`src/rtl/fp_wb_buffer.sv`:
```
// rtl/fp_wb_buffer.sv - FMA result writeback buffer (optional same-cycle bypass via FP_WB_BYPASS_EN)
module fp_wb_buffer #(
  parameter int DEPTH        = 8,
  parameter int STALL_THRESH = 4,
  parameter int PREG_WIDTH   = 7,
  parameter int ROB_WIDTH    = 4,
  parameter int XLEN         = 32
) (
  input  logic                  clk,
  input  logic                  rst,
  input  logic                  in_en,
  input  logic [PREG_WIDTH-1:0] in_rd,
  input  logic [ROB_WIDTH:0]    in_robIdx,
  input  logic [XLEN-1:0]       in_res,
  input  logic [4:0]            in_exccode,
  input  logic                  redirect,
  input  logic [ROB_WIDTH:0]    redirectIdx,
  input  logic                  out_ready,
  output logic                  out_en,
  output logic [PREG_WIDTH-1:0] out_rd,
  output logic [ROB_WIDTH:0]    out_robIdx,
  output logic [XLEN-1:0]       out_res,
  output logic [4:0]            out_exccode,
  output logic                  issue_stall,
  output logic                  overflow
);

  localparam int AW = $clog2(DEPTH);
  localparam logic [AW:0] DEPTH_C  = (AW+1)'(DEPTH);
  localparam logic [AW:0] STALL_LV = (AW+1)'(DEPTH - STALL_THRESH);

  logic [PREG_WIDTH-1:0] rd_q  [DEPTH];
  logic [ROB_WIDTH:0]    rob_q [DEPTH];
  logic [XLEN-1:0]       res_q [DEPTH];
  logic [4:0]            exc_q [DEPTH];
  logic [DEPTH-1:0]      valid;
  logic [AW-1:0]         head, tail;
  logic [AW:0]           count, count_next;
  logic                  issue_stall_q, overflow_q;

  logic nonempty, full, head_kill, buf_out_en, drain, in_kill;
  logic bypass, pop, head_adv, push_req, push, ovf_set;

  // a is older than b in ROB order; the dir bit flips on every ROB wrap
  function automatic logic older(input logic [ROB_WIDTH:0] a, input logic [ROB_WIDTH:0] b);
    if (a[ROB_WIDTH] == b[ROB_WIDTH]) return a[ROB_WIDTH-1:0] < b[ROB_WIDTH-1:0];
    else                              return a[ROB_WIDTH-1:0] > b[ROB_WIDTH-1:0];
  endfunction

  // Head/tail control: writeback, bubble drain, kill filtering and push acceptance
  always_comb begin
    nonempty   = (count != '0);
    full       = (count == DEPTH_C);
    head_kill  = redirect & older(redirectIdx, rob_q[head]);
    buf_out_en = valid[head] & nonempty & ~head_kill;
    drain      = nonempty & ~valid[head];
    in_kill    = redirect & older(redirectIdx, in_robIdx);
`ifdef FP_WB_BYPASS_EN
    bypass     = ~nonempty & in_en & ~in_kill & out_ready;
`else
    bypass     = 1'b0;
`endif
    pop        = buf_out_en & out_ready;
    head_adv   = pop | drain;
    push_req   = in_en & ~in_kill & ~bypass;
    push       = push_req & (~full | head_adv);
    ovf_set    = push_req & full & ~head_adv;
    count_next = count + (AW+1)'(push) - (AW+1)'(head_adv);
  end

  // Output mux: stored head entry, or the live input when bypassing an empty buffer
  always_comb begin
    out_en      = buf_out_en | bypass;
    out_rd      = rd_q[head];
    out_robIdx  = rob_q[head];
    out_res     = res_q[head];
    out_exccode = exc_q[head];
    if (bypass) begin
      out_rd      = in_rd;
      out_robIdx  = in_robIdx;
      out_res     = in_res;
      out_exccode = in_exccode;
    end
  end

  // Valid bits: cleared on pop/drain or redirect kill; a push into the freed slot wins
  always_ff @(posedge clk) begin
    if (rst) begin
      valid <= '0;
    end else begin
      for (int i = 0; i < DEPTH; i++) begin
        if (head_adv && head == AW'(i))
          valid[i] <= 1'b0;
        else if (redirect && older(redirectIdx, rob_q[i]))
          valid[i] <= 1'b0;
        if (push && tail == AW'(i))
          valid[i] <= 1'b1;
      end
    end
  end

  // Payload storage; no reset needed since valid bits gate visibility
  always_ff @(posedge clk) begin
    if (!rst && push) begin
      rd_q[tail]  <= in_rd;
      rob_q[tail] <= in_robIdx;
      res_q[tail] <= in_res;
      exc_q[tail] <= in_exccode;
    end
  end

  // Pointers, occupancy, registered stall and sticky overflow
  always_ff @(posedge clk) begin
    if (rst) begin
      head          <= '0;
      tail          <= '0;
      count         <= '0;
      issue_stall_q <= 1'b0;
      overflow_q    <= 1'b0;
    end else begin
      if (head_adv) head <= head + 1'b1;
      if (push)     tail <= tail + 1'b1;
      count         <= count_next;
      issue_stall_q <= (count_next > STALL_LV);
      if (ovf_set) overflow_q <= 1'b1;
    end
  end

  assign issue_stall = issue_stall_q;
  assign overflow    = overflow_q;

endmodule

```
`config.mk`:
```
export PLATFORM = sky130hd
export DESIGN_NAME = fp_wb_buffer
export DESIGN_NICKNAME = d
export VERILOG_FILES = /design/src/rtl/fp_wb_buffer.sv
export SDC_FILE = /design/constraint.sdc
export NUM_CORES = 1
export LEC_CHECK = 0
export ABC_CLOCK_PERIOD_IN_PS = 9600
export CORE_ASPECT_RATIO = 0.6
export CORE_MARGIN = 10
export CORE_UTILIZATION = 36
export CTS_BUF_LIST = sky130_fd_sc_hd__clkbuf_4
export DETAILED_ROUTE_END_ITERATION = 10
export HOLD_SLACK_MARGIN = 0.12
export PLACE_DENSITY = 0.58
export SLEW_MARGIN = 20
export SYNTH_ARGS = -nofsm -noshare
export SYNTH_HDL_FRONTEND = slang
export SYNTH_SLANG_ARGS = --single-unit
```
`constraint.sdc`:
```
create_clock -name clk -period 9.6 [get_ports clk]
set_input_delay 1.44 -clock clk [delete_from_list [all_inputs] [get_ports clk]]
set_output_delay 1.44 -clock clk [all_outputs]
set_load 0.01 [all_outputs]
```
Yosys cells after proc, flatten, opt, wreduce, memory -nomap -nowiden
Memories as Yosys holds them, arrays and structs flattened. A register that Yosys moved wholly into a read port is not among the register bits.
Cells that the tools add are included.
{ "classes": {"add_sub_neg": 4, "magnitude_cmp": 22, "eq_ne": 25, "mux": 62, "bitwise_logic": 17, "reduce_logical": 37} }
{ "op_table": {"columns": ["op", "count"], "rows": [
  ["1-bit 2-to-1 mux", 53],
  ["4-bit greater-than comparator", 10],
  ["4-bit less-than comparator", 10],
  ["1-bit logical AND", 25],
  ["3-bit equality test (second input constant)", 8],
  ["3-bit 2-to-1 mux", 8],
  ["3-bit nonzero test", 8],
  ["3-bit by 2-bit equality test with 1-bit output (second input constant)", 4],
  ["1-bit bitwise AND", 10],
  ["1-bit equality test", 10],
  ["3-bit by 1-bit adder with 3-bit output (second input constant)", 2],
  ["3-bit by 1-bit equality test with 1-bit output (second input constant)", 2],
  ["3-bit logical NOT", 2],
  ["1-bit NOT", 5],
  ["4-bit by 1-bit adder with 4-bit output", 1],
  ["4-bit equality test (second input constant)", 1],
  ["4-bit by 3-bit greater-than comparator with 1-bit output (second input constant)", 1],
  ["3-bit by 4-bit less-than comparator with 1-bit output (second input constant)", 1],
  ["4-bit nonzero test", 1],
  ["4-bit by 1-bit subtractor with 4-bit output", 1],
  ["1-bit binary-select mux with 3-bit select", 1],
  ["1-bit OR", 2],
  ["1-bit logical NOT", 1]
]} }
{ "totals": {"regBits": 20, "mem_bits_rw": 392, "in_bits": 59, "output_inout_bits": 52, "wordCells": 184, "n_memories": 4} }
{ "memory_table": {"columns": ["name", "depth", "width", "rd", "rd_ports_with_merged_regs", "wr", "line_no", "rtl"], "rows": [
  ["res_q", 8, 32, 1, 1, 1, "34", "logic [XLEN-1:0] res_q [DEPTH];"],
  ["rd_q", 8, 7, 1, 1, 1, "32", "logic [PREG_WIDTH-1:0] rd_q [DEPTH];"],
  ["exc_q", 8, 5, 1, 1, 1, "35", "logic [4:0] exc_q [DEPTH];"],
  ["rob_q", 8, 5, 9, 1, 1, "33", "logic [ROB_WIDTH:0] rob_q [DEPTH];"]
]} }

Logic depth before layout (Yosys ltp)
{ "logic_depth": {"word_depth": 14, "depth_mapped": 20, "ltp_nobuf": 17} }

Least setup slack after synthesis
Ideal clock, no wire load.
{ "synth_path": {"path_type": "reg2reg", "startpoint": "reg with a tool-made name", "endpoint": "mem exc_q[4][0], enable pin", "setup_ns": 0.577, "arrival_time_ns": 8.310, "required_ns": 9.023, "setup_slack_ns": 0.712, "stages_incl_launch_ff": 14, "path_buffers": 4, "synth_period_minus_slack_ns": 8.888, "cell_sequence": "dfxtp_1 buf_2 buf_2 buf_1 mux4_2 mux2i_1 ha_1 nor2b_1 o211ai_1 a2111oi_0 nor4_1 a21oi_2 buf_4 nor4_1"} }
{ "synth_lines": {"columns": ["element", "line_no"], "rows": [
  ["end, declared", "35"]
]} }

==> impl_metrics.tcl <==
set metrics [dict create \
    dr_total_vias 8913 \
    post_cts_buffers 0 \
    dp.cells 1615 \
    syn_inst 885 \
    pwr-share-comb 0.290 \
    status "completed" \
    drc 0 \
    coreArea_um2 47630 \
    cp.required_ps 8160 \
    syn2layout_area_growth_pct 18.90 \
    dieWidth_um 302.7 \
    clock_skew_ps 50.60 \
    drv_slew 0 \
    fin_util 0.4308 \
    power_per_cell_area_nw_per_um2 254.2 \
    vias_per_cell 4.979 \
    track_usage 0.1340 \
    die_h_um 189.6 \
    crit_slowest_cell "dfxtp_4" \
    dpl.hpwl_um 22570 \
    synth_commonest_cells "edfxtp_1 (392), mux4_2 (100), ha_1 (57), inv_1 (52), mux2_2 (45)" \
    p_leak_nw 6.827 \
    cts_root_buffer "clkbuf_4" \
    worstMarginPinSlew_ps 1094 \
    finalHoldViolCount 0 \
    grt.overflow.total 0 \
    cts_hold_buf 0 \
    crit_path_max_incr_delay_ps 860 \
    swShare 0.2875 \
    hold_path.class "reg2reg" \
    fin_crit_sh 0.6681 \
    clock-sinks 415 \
    async_flop_share 0 \
    synth_ff_type "edfxtp_1" \
    p_int_w 0.003717 \
    num_rows 62 \
    detail-route-antenna-nets 0 \
    p_sw_w 0.001500 \
    ys_types 53 \
    ir_worst_vdd_v 0.0001331 \
    cp_top_family "simple AND/OR/NAND/NOR gates" \
    rsz0062_at_grt "no" \
    grt_pass1_vias 9325 \
    drive_gt1_frac 0.2868 \
    use_met2 0.1931 \
    cts_buffers 96 \
    yosys.area.top_type "edfxtp_1" \
    endpoint_kind "primary output" \
    grt_pass1_wl_um 58320 \
    syn_area_per_cell_um2 19.50 \
    clockBufferDepth 3 \
    ios 111 \
    die_area_um2 57390 \
    clkLatencyLatePin_ps 780 \
    finalSetupTns_ps 0 \
    final-instance-count-excl-fill 1790 \
    ctsResizeCount 0 \
    synth_warnings 0 \
    drt_pass1_iterations 5 \
    holdWs_ps 458.0 \
    ys_ff_latch 415 \
    fin_nets 1190 \
    wl_per_cell_um 21.52 \
    yosysMostFrequentCell "edfxtp_1" \
    totalWireLength_um 38520 \
    start_util 0.3624 \
    syn-num-nets 1002 \
    port_buffers 110 \
    power_frac_clock 0.285 \
    drtIter0Drc 618 \
    synth.top_cells.by_area "edfxtp_1 (68%), mux4_2 (13%), ha_1 (4.1%)" \
    path_buf_inv 1 \
    clkTransAtPathRegs_ps 70 \
    path_class "reg2out" \
    relSlewSlack 0.2692 \
    post-synth-top-area-fraction 0.6820 \
    antenna_found_initial 4 \
    max_freq_ghz 0.1559 \
    netlist_area_um2 17260 \
    cts-htree-levels 3 \
    use_met1 0.1960 \
    period_needed_ps 6414 \
    seqPwrFrac 0.424 \
    busiest_layer "met1" \
    crit_chain "mux4_2 > mux2i_1 > ha_1 > nor2b_1 > o211ai_1 > a2111oi_0 > nor4_1 > nand2_1 > nor2_1 > clkdlybuf4s50_1" \
    synth-edff-count 392 \
    seq_area_frac_synth 0.7087 \
    cts_tree "yes" \
    grt_max_degree 58 \
    grtUsageMet3 0.03871 \
    finalSetupViolations 0 \
    crit_fanout 37 \
    cp.arrival_ps 4970 \
    place_congestion 0.8236 \
    startpoint_type "flip-flop" \
    drv_cap 0 \
]
## layer usage
layer,vias up,share of wire
met5,-,0.00065
met4,4,0.010
met3,43,0.067
met2,269,0.45
met1,4554,0.48
li1,4043,-
## state kept, by name, summed over array words and instances (netlist names), named ones only
| name | count |
|---|---|
| tail | 3 |
| rd_q | 56 |
| issue_stall | 1 |
| res_q | 256 |
| overflow | 1 |
| valid | 8 |
| exc_q | 40 |
| head | 3 |
| count | 4 |
| rob_q | 40 |
## through the flow
stage                     total power (W)  cell area (um^2)  setup slack [ps]
after floorplan                  0.003166             17260             712.4
after global placement           0.003791             19190              3293
after detailed placement         0.003799             19190              3265
after CTS                        0.005311             20510              3046
after global routing             0.005515             20520              2675
final                            0.005217             20520              3186
## worst paths after layout
check,slack [ps],depth (start not counted),startpoint,endpoint
worst max-delay path,3190,10,flip-flop,out_en
worst min-delay path,460,2,overflow,overflow
worst max register to register,3750,12,flip-flop,exc_q[7][3]
worst min register to register,460,2,overflow,overflow
## cells in the final DEF (no fill, tap or decap), types with 2 or more instances in the layout
cell type,instances
a2111oi_0,2
clkinv_4,2
xor2_1,9
dfxtp_1,20
o211ai_1,7
clkbuf_4,141
nand3_1,7
nand2_1,19
a32o_1,2
mux4_2,100
buf_4,14
a21o_1,4
mux2i_1,9
and4_1,2
clkinv_1,22
ha_1,57
nor3_2,3
o31ai_1,7
mux2_2,45
nor2_1,15
o22ai_1,6
nand2b_1,13
xnor2_1,4
inv_2,3
dfxtp_4,2
a21oi_1,19
edfxtp_1,392
diode_2,3
nor2_4,2
inv_1,52
nor2b_1,7
clkdlybuf4s50_1,110
bufinv_16,5
o21ai_0,6
nor4_1,2
nand4_1,11
## power groups by stage
stage | logic, W | clock network, W | registers, W
after floorplan | 0.00101 | 0 | 0.00215
after global placement | 0.00153 | 0 | 0.00226
after detailed placement | 0.00154 | 0 | 0.00226
after CTS | 0.00155 | 0.00154 | 0.00222
after global routing | 0.00164 | 0.00164 | 0.00224
final | 0.00151 | 0.00149 | 0.00221
## cell type report
cell class / count / area [um^2]
antenna: 3 / 7.507
clock buffer: 141 / 1059
clock inverter: 31 / 261.5
fill: 4243 / 27110
inverter: 54 / 202.7
multi-input combinational: 382 / 4743
sequential: 415 / 12240
tap: 640 / 800.8
timing repair buffer: 124 / 1206
## kinds of logic (layout without fill, tap and decap cells)
group	count (synthesis)	after routing	share of synthesized area
flip-flops	415	415	0.7087
multiplexers	155	155	0.1664
adder cells (fa/ha/maj)	58	58	0.04248
other	0	3	0
XOR/XNOR	13	13	0.006597
buffers and inverters	88	350	0.01957
AO/OA/AOI/OAI	66	66	0.02740
AND/OR/NAND/NOR	90	90	0.02885
## tightest hold or removal path, stage by stage, from the launching register on
cell and delay (ps):
dfxtp_1 310, inv_1 50, a21oi_1 50
(Power assumes the default switching activity.)
